File: src/rtl/necpu_pkg.sv
// Shared NECPU types: bus widths, fetch FSM states and the fetch queue entry layout.
package necpu_pkg;

  localparam int unsigned InstBusWidth = 32;
  localparam int unsigned InstAddrBus  = 32;

  typedef enum logic {
    IDLE,
    RUN
  } fetch_state_e;

  typedef struct packed {
    logic [InstAddrBus-1:0]  pc;
    logic [InstBusWidth-1:0] inst;
  } fetch_entry_t;

endpackage

File: src/rtl/fetch_queue.sv
// Small synchronous FIFO for fetched {pc, inst} entries, with flush and push-while-full-on-pop.
module fetch_queue #(
  parameter int unsigned  Width = 64,
  parameter int unsigned  Depth = 2,
  localparam int unsigned PtrW  = $clog2(Depth),
  localparam int unsigned CntW  = $clog2(Depth + 1)
) (
  input  logic             clk,
  input  logic             rst,
  input  logic             flush,
  input  logic             push,
  input  logic             pop,
  input  logic [Width-1:0] wdata,
  output logic [Width-1:0] rdata,
  output logic [CntW-1:0]  count
);

  logic [Width-1:0] mem_q [Depth];
  logic [Width-1:0] mem_d [Depth];
  logic [PtrW-1:0]  wr_ptr_q, wr_ptr_d;
  logic [PtrW-1:0]  rd_ptr_q, rd_ptr_d;
  logic [CntW-1:0]  count_q, count_d;
  logic             do_push, do_pop;

  assign do_pop  = pop && (count_q != '0);
  // A full queue still accepts a push when the head leaves in the same cycle.
  assign do_push = push && ((count_q < CntW'(Depth)) || do_pop);

  always_comb begin
    mem_d    = mem_q;
    wr_ptr_d = wr_ptr_q;
    rd_ptr_d = rd_ptr_q;
    count_d  = count_q;
    if (flush) begin
      wr_ptr_d = '0;
      rd_ptr_d = '0;
      count_d  = '0;
    end else begin
      if (do_push) begin
        mem_d[wr_ptr_q] = wdata;
        wr_ptr_d        = wr_ptr_q + 1'b1;
      end
      if (do_pop) begin
        rd_ptr_d = rd_ptr_q + 1'b1;
      end
      unique case ({do_push, do_pop})
        2'b10:   count_d = count_q + 1'b1;
        2'b01:   count_d = count_q - 1'b1;
        default: count_d = count_q;
      endcase
    end
  end

  always_ff @(posedge clk or posedge rst) begin
    if (rst) begin
      for (int i = 0; i < int'(Depth); i++) begin
        mem_q[i] <= '0;
      end
      wr_ptr_q <= '0;
      rd_ptr_q <= '0;
      count_q  <= '0;
    end else begin
      mem_q    <= mem_d;
      wr_ptr_q <= wr_ptr_d;
      rd_ptr_q <= rd_ptr_d;
      count_q  <= count_d;
    end
  end

  assign rdata = mem_q[rd_ptr_q];
  assign count = count_q;

endmodule

File: src/rtl/fetch_unit.sv
// Instruction fetch sequencer: owns the PC, reads instMem combinationally, queues
// {pc, inst} pairs and hands them to decode; execute can redirect or halt it.
module fetch_unit #(
  parameter int unsigned            InstBusWidth = necpu_pkg::InstBusWidth,
  parameter int unsigned            InstAddrBus  = necpu_pkg::InstAddrBus,
  parameter int unsigned            QDEPTH       = 2,
  parameter logic [InstAddrBus-1:0] RESET_PC     = '0
) (
  input  logic                    clk,
  input  logic                    rst,
  input  logic                    start,
  input  logic                    halt,
  input  logic                    redirect_valid,
  input  logic [InstAddrBus-1:0]  redirect_pc,
  output logic [InstAddrBus-1:0]  imem_addr,
  input  logic [InstBusWidth-1:0] imem_inst,
  output logic                    out_valid,
  output logic [InstBusWidth-1:0] out_inst,
  output logic [InstAddrBus-1:0]  out_pc,
  input  logic                    out_ready,
  output logic                    busy
);

  import necpu_pkg::*;

  localparam int unsigned CntW   = $clog2(QDEPTH + 1);
  localparam int unsigned EntryW = InstAddrBus + InstBusWidth;

  fetch_state_e           state_q, state_d;
  logic [InstAddrBus-1:0] pc_q, pc_d;
  logic [CntW-1:0]        q_count;
  logic [EntryW-1:0]      q_rdata;
  logic                   running, pop, push, flush;

  assign running   = (state_q == RUN);
  assign out_valid = (q_count != '0);
  assign pop       = out_valid && out_ready;
  // Any redirect, or a halt while running, empties the queue; flush overrides pop in the FIFO.
  assign flush     = redirect_valid || (running && halt);
  assign push      = running && !halt && !redirect_valid &&
                     ((q_count < CntW'(QDEPTH)) || pop);

  always_comb begin
    state_d = state_q;
    unique case (state_q)
      IDLE:    if (start) state_d = RUN;
      RUN:     if (halt)  state_d = IDLE;
      default: state_d = IDLE;
    endcase
  end

  always_comb begin
    pc_d = pc_q;
    if (redirect_valid) begin
      pc_d = redirect_pc;
    end else if (push) begin
      pc_d = pc_q + 1'b1;
    end
  end

  always_ff @(posedge clk or posedge rst) begin
    if (rst) begin
      state_q <= IDLE;
      pc_q    <= RESET_PC;
    end else begin
      state_q <= state_d;
      pc_q    <= pc_d;
    end
  end

  fetch_queue #(
    .Width (EntryW),
    .Depth (QDEPTH)
  ) u_fetch_queue (
    .clk   (clk),
    .rst   (rst),
    .flush (flush),
    .push  (push),
    .pop   (pop),
    .wdata ({pc_q, imem_inst}),
    .rdata (q_rdata),
    .count (q_count)
  );

  assign imem_addr = pc_q;
  assign busy      = running;
  assign out_pc    = out_valid ? q_rdata[EntryW-1:InstBusWidth] : '0;
  assign out_inst  = out_valid ? q_rdata[InstBusWidth-1:0] : '0;

endmodule

File: config.mk
export PLATFORM = sky130hd
export DESIGN_NAME = fetch_unit
export DESIGN_NICKNAME = d
export VERILOG_FILES = /design/src/rtl/necpu_pkg.sv /design/src/rtl/fetch_queue.sv /design/src/rtl/fetch_unit.sv
export SDC_FILE = /design/constraint.sdc
export NUM_CORES = 1
export LEC_CHECK = 0
export BUFFER_PORTS_ARGS = -buffer_cell sky130_fd_sc_hd__buf_2
export CAP_MARGIN = 25
export CORE_AREA = 5 5 132 134
export CTS_CLUSTER_SIZE = 14
export DETAILED_ROUTE_END_ITERATION = 8
export DIE_AREA = 0 0 137 139
export GPL_TIMING_DRIVEN = 1
export PLACE_DENSITY = 0.75
export SLEW_MARGIN = 20
export SYNTH_ARGS = -nofsm -noshare
export SYNTH_HDL_FRONTEND = slang
export SYNTH_SLANG_ARGS = --single-unit
File: constraint.sdc
create_clock -name clk -period 5.1 [get_ports clk]
set_input_delay 0.765 -clock clk [delete_from_list [all_inputs] [get_ports clk]]
set_output_delay 0.765 -clock clk [all_outputs]
set_load 0.02 [all_outputs]
Word-level counts from Yosys, hierarchy flattened:

Cells that the tools add are included.
W data, S select, Z words.

* $add $sub $neg: 5
* magnitude comparators: 4
* equal/unequal tests: 2
* muxes and demuxes: 19
* bitwise operators: 4
* reduce and logical (&&, ||, !) cells: 19

Operator list (number)
* $mux W64: 4
* $bwmux W128: 1
* $mux W32: 4
* $demux W64 S1: 1
* $add A32 B1 Y32 const B: 1
* $logic_and A1 B1 Y1: 8
* $reduce_bool A2 Y1: 4
* $mux W1: 6
* $ge A2 B2 Y1 const B: 2
* $not A1 Y2: 2
* $pmux W2 S2: 1
* $logic_or A1 B1 Y1: 3
* $reduce_bool A3 Y1: 1
* $add A1 B1 Y1 const B: 2
* $add A2 B1 Y2 const B: 1
* $eq A2 B1 Y1 const B: 1
* $eq A2 B2 Y1 const B: 1
* $logic_not A1 Y1: 2
* $lt A2 B1 Y1 const B: 1
* $lt A2 B2 Y1 const B: 1
* $mux W2: 1
* $not A1 Y1: 2
* $pmux W1 S2: 1
* $reduce_and A2 Y1: 1
* $sub A2 B1 Y2 const B: 1

* flip-flop bits (word level): 165
* output and inout bits: 98

Logic depth before layout (Yosys ltp):

Gate-level depths: netlist of the first run.

* depth in word-level cells: 8
* gate-level depth with buffers: 8

Hierarchy:

A second synthesis of the first run with hierarchy kept.

* cells, all modules: 704
* area, all modules: 8633.3 sq um

By module, submodules not included
* fetch_queue: times used 1, cells each 365, area each 6025.8 sq um
* fetch_unit: times used 1, cells each 339, area each 2607.5 sq um

Worst setup path before layout of the first run:

OpenSTA, ideal clock, no wires.

* kind: input to register
* from: input halt
* to: register pc_q[28], in the netlist imem_addr[28]
* arrival time: 2.629 ns
* slack: 2.389 ns
* cell stages on the path: 7
* buffers on the path: 2
* path through: nand2b_1 -> buf_6 -> or3_4 -> buf_6 -> or4_4 -> or4_1 -> a31oi_1

* word-level cells in the longest chain between the ends: 5

Ends and longest elaborated chain
* from (decl): RTL line fetch_unit.sv:12 `input logic halt,`
* $logic_not A1 Y1: RTL line fetch_unit.sv:40 `assign push = running && !halt && !redirect_valid &&`
* $logic_and A1 B1 Y1 (3 in series): RTL line fetch_unit.sv:40
* $reduce_bool A2 Y1 (no source line)
* to (signal assigned): RTL line fetch_unit.sv:67 `pc_q <= pc_d;`
* to (decl): RTL line fetch_unit.sv:30 `logic [InstAddrBus-1:0] pc_q, pc_d;`

No other way between the ends.
A chain may end at the register's enable or synchronous reset.

Final worst setup path of the first run:

* from: register u_fetch_queue.rd_ptr_q
* to: output out_inst[2]

* word-level cells in the longest chain between the ends: 5

Ends and longest elaborated chain
* from (decl): RTL line fetch_queue.sv:21 `logic [PtrW-1:0] rd_ptr_q, rd_ptr_d;`
* from (signal assigned): RTL line fetch_queue.sv:65 `rd_ptr_q <= rd_ptr_d;`
* $not A1 Y2 (implied by the code): RTL line fetch_queue.sv:70 `assign rdata = mem_q[rd_ptr_q];`
* $mux W64 (implied by the code) (3 in series): RTL line fetch_queue.sv:70
* $mux W32: RTL line fetch_unit.sv:88 `assign out_inst = out_valid ? q_rdata[InstBusWidth-1:0] : '0;`
* to (decl): RTL line fetch_unit.sv:18 `output logic [InstBusWidth-1:0] out_inst,`

No other way between the ends. The select of a mux whose other input is x is not followed.

==> results of run 1 <==
## per-stage QoR
step                setup slack, ns  hold slack [ns]  utilization, %  std cells  power, uW
detailed placement             1.88            0.474            54.7       1025       2790
global route                   1.78            0.445            58.3       1057       4270
floorplan                      2.24            0.450               -        668       2530
global placement               1.93            0.463            54.7       1025       2740
CTS                            1.85            0.416            58.3       1057       4070
finish                         1.90            0.416            58.3       1057       4030
## cells by family (layout without fill, tap and decap cells)
family / after synthesis / count (layout) / share of synthesized area [%]
compound gates: 51 / 51 / 3.80
buf+inv: 50 / 219 / 2.61
fa+ha+maj: 1 / 1 / 0.161
xor+xnor: 21 / 21 / 2.36
simple gates: 190 / 190 / 11.5
flops: 165 / 165 / 53.1
mux: 190 / 190 / 26.5
## final cells by class
cell class | count | area (um^2) | area share, %
inverters | 9 | 37.5 | 0.398
multi-input cells | 453 | 3480 | 36.9
clock buffers | 18 | 439 | 4.66
clock inverters | 14 | 153 | 1.62
well taps | 220 | 275 | 2.92
repair buffers | 178 | 918 | 9.74
flip-flops and latches | 165 | 4130 | 43.8
## Yosys cell counts (2+ instances only)
cell type  number
dfrtp_1       165
mux2_2        118
nor2_1         80
mux2i_1        65
nand2_1        39
o21ai_0        32
clkbuf_1       25
nand3_1        15
nand4_1        15
buf_1          14
xor2_1         12
xnor2_1         9
inv_1           8
a31oi_1         7
mux2_1          7
nor3_1          7
and4_1          5
nor2b_1         5
or3_1           5
and3_1          4
nor4_1          4
or4_1           4
nand2b_1        3
o31ai_1         3
a22oi_1         2
buf_6           2
o31a_1          2
## registers in the layout (all words and copies together) (netlist names)
name / cells
u_fetch_queue.mem_q: 128
u_fetch_queue.rd_ptr_q: 1
u_fetch_queue.count: 2
busy: 1
imem_addr: 32
u_fetch_queue.wr_ptr_q: 1
## path summary, 6_finish.rpt
path / endpoint / slack, ns / cells after the start
worst max-delay path: out_inst[2] / 1.90 / 4
worst min-delay path: imem_addr[24] / 0.42 / 2
worst max register to register: u_fetch_queue.mem_q[30] / 2.35 / 5
worst min register to register: u_fetch_queue.mem_q[60] / 0.48 / 2
max in group asynchronous: u_fetch_queue.mem_q[94] / 3.43 / 3
min in group clk: u_fetch_queue.mem_q[60] / 0.48 / 2
## power by group
group          switching [uW]  internal [uW]
logic                     386            446
registers                 231           1690
clock network             538            738
## metal layers
layer | vias up | GRT usage (%) | share of wire, %
met5 | - | 0 | 0
met4 | 0 | 4.88 | 1.0
met3 | 17 | 5.26 | 6.8
met2 | 170 | 29.1 | 45
met1 | 2758 | 28.1 | 47
li1 | 2670 | - | -
## critical path, stage by stage (launching register included)
cell and delay, ns:
dfrtp_4 1.06, buf_4 0.45, mux2i_1 0.25, nor2_1 0.07, buf_2 0.17
==> summary.md, run 1 <==
| Metric | Value |
|---|---|
| Seq/Total Area, Yosys | `a little over half` |
| Maxcap violations | `0` |
| Cts hold-fix bufs | `0` |
| Critical path required time | `4.34 ns` |
| Status | `completed` |
| Overall via count from detail_route | `5615` |
| Vias in the first global route | `5626` |
| Fmax achieved | `312 MHz` |
| Grt total ovfl | `0` |
| CP endpoint kind | `output port` |
| Number of synthesis warnings | `0` |
| Mean Syn Cell Area | `11.6 um^2` |
| Fill cells | `1368` |
| First-pass GRT wire length | `29400 um` |
| Die Wd | `137 um` |
| Post-synth top area share | `53.1%` |
| Leading post-synthesis cells by cell area | `dfrtp_1 53%, mux2_2 17%, mux2i_1 8.4%, nor2_1 3.9%, o21ai_0 2.1%` |
| Setup TNS | `0 ns` |
| Num CTS Buffers | `17` |
| CP Data Arrival Time | `2.44 ns` |
| Routability Congestion | `0.811` |
| Commonest non-fill, non-tap cell in the layout | `buf_2` |
| Final setup fails | `0` |
| Syn Inst Count | `668` |
| Pins Over Slew Limit | `0` |
| Critical Path Start Type | `flop` |
| Number of port buffers | `167` |
| Post-route DRC violation count | `0` |
| Synth async-reset ratio | `100%` |
| Worst vdd ir | `223 uV` |
| Core Area | `0.0162 mm^2` |
| Worst hold-check path type | `in2async` |
| Max FO, Critical Path | `between 40 and 50` |
| Worst-margin pin slew | `0.942 ns` |
| Synth Net Count | `739` |
| Vias/cell | `5.31` |
| Final Cycle Share | `about 63%` |
| Post-Route Skew | `0.0123 ns` |
| Gr usage total | `around 19%` |
| Largest net degree at the start of global routing | `71` |
| Worst-path clk slew | `~0.070 ns` |
| Post-CTS setup buffer count | `0` |
| Initial DRC Count | `278` |
| Clock Sinks | `165` |
| CTS tree | `yes` |
| Post-CTS sizing | `0` |
| Initial Util | `48.1%` |
| Wire per inst | `16.8 um` |
| Clock latency on the worst-skew pair | `0.43 ns` |
| RR Startpoint | `busy` |
| Most frequent cells in the layout | `167 x buf_2, 164 x dfrtp_1, 118 x mux2_2` |
| Antenna viol nets, final | `0` |
| Hold Vio Cnt, Final | `0` |
| Number of flops mapped to enable cells by yosys | `0` |
| Leakage Power | `roughly 0.0043 uW` |
| Final net count | `~900` |
| Slew headroom | `37.2%` |
| Hpwl dp | `12000 um` |
| Initial antenna violation count | `0` |
| DRT Wirelength | `around 18000 um` |
| Antenna Cells | `0` |
| CP startpoint | `u_fetch_queue.rd_ptr_q` |
| Area Growth Syn to Fin | `21.2%` |
| Share of cells above drive strength 1 | `40.3%` |
| Top cell type by total area after synthesis | `dfrtp_1` |
| Predominant post-synthesis flop cell | `dfrtp_1` |
| Finished Cell Area | `between 0.009 and 0.01 mm^2` |
| Synthesized flop and latch total | `165` |
| Number of distinct library cells after synthesis | `38` |
| Die area | `0.0190 mm^2` |
| Die H | `139 um` |
| RSZ-0062 raised after global routing | `no` |
| Post-layout minimum cycle time | `3.20 ns` |
| Crit Path Class | `reg2out` |
| Clock root cell | `clkbuf_16` |
| IO Count | `168` |
| Power per cell area | `approximately 430 mW/mm^2` |
| Clk buf depth | `2` |
| Cell Area, Synth | `slightly below 0.008 mm^2` |
| Max H-tree Level | `4` |
| Drt first pass iters | `4` |
| Num rows | `47` |
| Post-DP Area | `0.00884 mm^2` |
No activity file was read; power rests on OpenSTA's default activity.
==> run 2, diff against run 1 <==
Settings changed: CORE_AREA 5 5 132 134 to 5 5 125 127, DIE_AREA 0 0 137 139 to 0 0 130 132, PLACE_DENSITY 0.75 to 0.8.
Clock period 5.1 ns to 3.1 ns, I/O delays scaled along.
==> summary.md, run 2 (synthesized netlist as in run 1, its figures left out) <==
| Metric | Value |
|---|---|
| Max reg flops | `128 (unchanged)` |
| Post-CTS setup buffer count | `0 (unchanged)` |
| Core Area | `0.0143 mm^2 (-11%)` |
| Most frequent cells in the layout | `167 x buf_2, 164 x dfrtp_1, 118 x mux2_2` |
| Share of cells above drive strength 1 | `40.0% (-0.22 points)` |
| Reg with most FFs | `u_fetch_queue.mem_q` |
| Final Cycle Share | `81.4%` |
| Vias in the first global route | `5744 (+2.1%)` |
| Initial Util | `54.3% (+6.2 points)` |
| Worst-margin pin slew | `0.699 ns (-0.242 ns)` |
| Finished Cell Area | `0.00943 mm^2 (about the same)` |
| Antenna Cells | `0 (unchanged)` |
| IO Count | `168 (unchanged)` |
| Post-layout minimum cycle time | `2.52 ns` |
| Gr usage total | `21.2% (+1.8 points)` |
| CTS tree | `yes` |
| Cell Count, Final, Fillers Out | `1023 (-3.2%)` |
| Power per cell area | `701 mW/mm^2 (+64%)` |
| Wire per inst | `17.4 um (+3.9%)` |
| Worst vdd ir | `365 uV (+64%)` |
| Die H | `132 um (-5.0%)` |
| Num CTS Buffers | `17 (unchanged)` |
| First-pass GRT wire length | `29200 um (-0.73%)` |
| Number of port buffers | `167 (unchanged)` |
| Worst-path clk slew | `0.06 ns (about the same)` |
| Critical Path Start Type | `flop` |
| Die Wd | `130 um (-5.1%)` |
| Critical path required time | `2.63 ns (-1.71 ns)` |
| Max FO, Critical Path | `29 (-41%)` |
| Fmax achieved | `397 MHz` |
| Clock latency on the worst-skew pair | `0.42 ns (about the same)` |
| Hpwl dp | `12200 um (+1.3%)` |
| Pins Over Slew Limit | `0 (unchanged)` |
| Post-CTS sizing | `0 (unchanged)` |
| Final net count | `897 (+0.22%)` |
| Clock Sinks | `165 (unchanged)` |
| Largest net degree at the start of global routing | `132 (+86%)` |
| Post-Route Skew | `0.00684 ns (-0.00543 ns)` |
| Antenna viol nets, final | `0 (unchanged)` |
| Commonest non-fill, non-tap cell in the layout | `buf_2` |
| Status | `completed` |
| Worst hold-check path type | `in2async` |
| CP cell instances | `buf_4 -> mux2i_1 -> nor2_1 -> buf_2` |
| Initial DRC Count | `241 (-13%)` |
| Vias/cell | `5.55 (+4.4%)` |
| Post-route DRC violation count | `0 (unchanged)` |
| Overall via count from detail_route | `5674 (+1.1%)` |
| Crit Path Class | `reg2out` |
| Placed cell count | `991 (-3.3%)` |
| Final setup fails | `0 (unchanged)` |
| Routability Congestion | `0.806 (-0.69%)` |
| RSZ-0062 raised after global routing | `no` |
| Max H-tree Level | `4 (unchanged)` |
| Initial antenna violation count | `0 (unchanged)` |
| CP max stage delay | `0.74 ns (-0.32 ns)` |
| Grt total ovfl | `0 (unchanged)` |
| Hold Vio Cnt, Final | `0 (unchanged)` |
| Post-DP Area | `0.00885 mm^2 (about the same)` |
| Num rows | `44 (-6.4%)` |
| Cts hold-fix bufs | `0 (unchanged)` |
| Slew headroom | `53.4% (+16 points)` |
| Leakage Power | `0.00432 uW (+0.73%)` |
| Drt first pass iters | `4 (unchanged)` |
| Maxcap violations | `0 (unchanged)` |
| Setup TNS | `0 ns (unchanged)` |
| Area Growth Syn to Fin | `21.2% (about the same)` |
| Die area | `0.0172 mm^2 (-9.9%)` |
| Crit path max-delay cell type | `dfrtp_4` |
| DRT Wirelength | `17900 um (+0.52%)` |
| CP endpoint kind | `output port` |
| Clock root cell | `clkbuf_16` |
| Clk buf depth | `2 (unchanged)` |
| CP Data Arrival Time | `2.06 ns (-0.38 ns)` |
-- run 2: cell count changes in the layout (fill, tap and decap cells not counted), sizes merged --
cell and delta:
clkbuf +5, clkinvlp -3, clkinv +1, buf +2, inv -3
-- run 2: path summary, 6_finish.rpt --
path / slack [ns] / cells after the start / from / end
hold / removal: 0.19 / 3 / rst / u_fetch_queue.mem_q[1]
setup / recovery: 0.58 / 4 / u_fetch_queue.rd_ptr_q / out_pc[14]
max in group asynchronous: 2.30 / 3 / rst / u_fetch_queue.rd_ptr_q
hold reg to reg: 0.48 / 2 / u_fetch_queue.mem_q[55] / u_fetch_queue.mem_q[55]
min in group clk: 0.25 / 3 / redirect_pc[7] / imem_addr[7]
setup reg to reg: 0.69 / 5 / busy / imem_addr[26]
-- run 2: worst max-delay path, delay by kind of cell (launching register included) --
family	cells	cell delay, ns
simple gates	1	0.06
mux	1	0.25
buf+inv	2	0.58
flops	1	0.74
-- run 2: metrics by stage --
stage | utilization (%) | setup WS, ns | power [uW] | hold slack (ns)
after floorplan | - | 0.536 | 4150 | 0.450
after global placement | 61.8 | 0.558 | 4510 | 0.462
after detailed placement | 61.8 | 0.518 | 4590 | 0.472
after CTS | 65.9 | 0.515 | 6670 | 0.193
after global routing | 65.9 | 0.463 | 6980 | 0.240
final | 65.9 | 0.578 | 6610 | 0.193
-- run 2: where the power goes --
part	internal (uW)	switching, uW
Combinational	741	648
Clock	1240	812
Sequential	2780	386
Total	4770	1850
-- run 2: layer usage --
layer | vias to the layer above | wire [um] | GRT usage, %
met5 | - | 0 | 0
met4 | 0 | 290 | 7.10
met3 | 25 | 1130 | 4.82
met2 | 194 | 8150 | 31.7
met1 | 2785 | 8280 | 30.7
li1 | 2670 | - | -
-- run 2: final cells by class --
| cell class | count | area (um^2) |
|---|---|---|
| fill | 1081 | 4890 |
| multi-input combinational | 453 | 3480 |
| sequential | 165 | 4130 |
| timing repair buffer | 180 | 971 |
| clock inverter | 9 | 101 |
| tap | 184 | 230 |
| inverter | 9 | 37.5 |
| clock buffer | 23 | 478 |
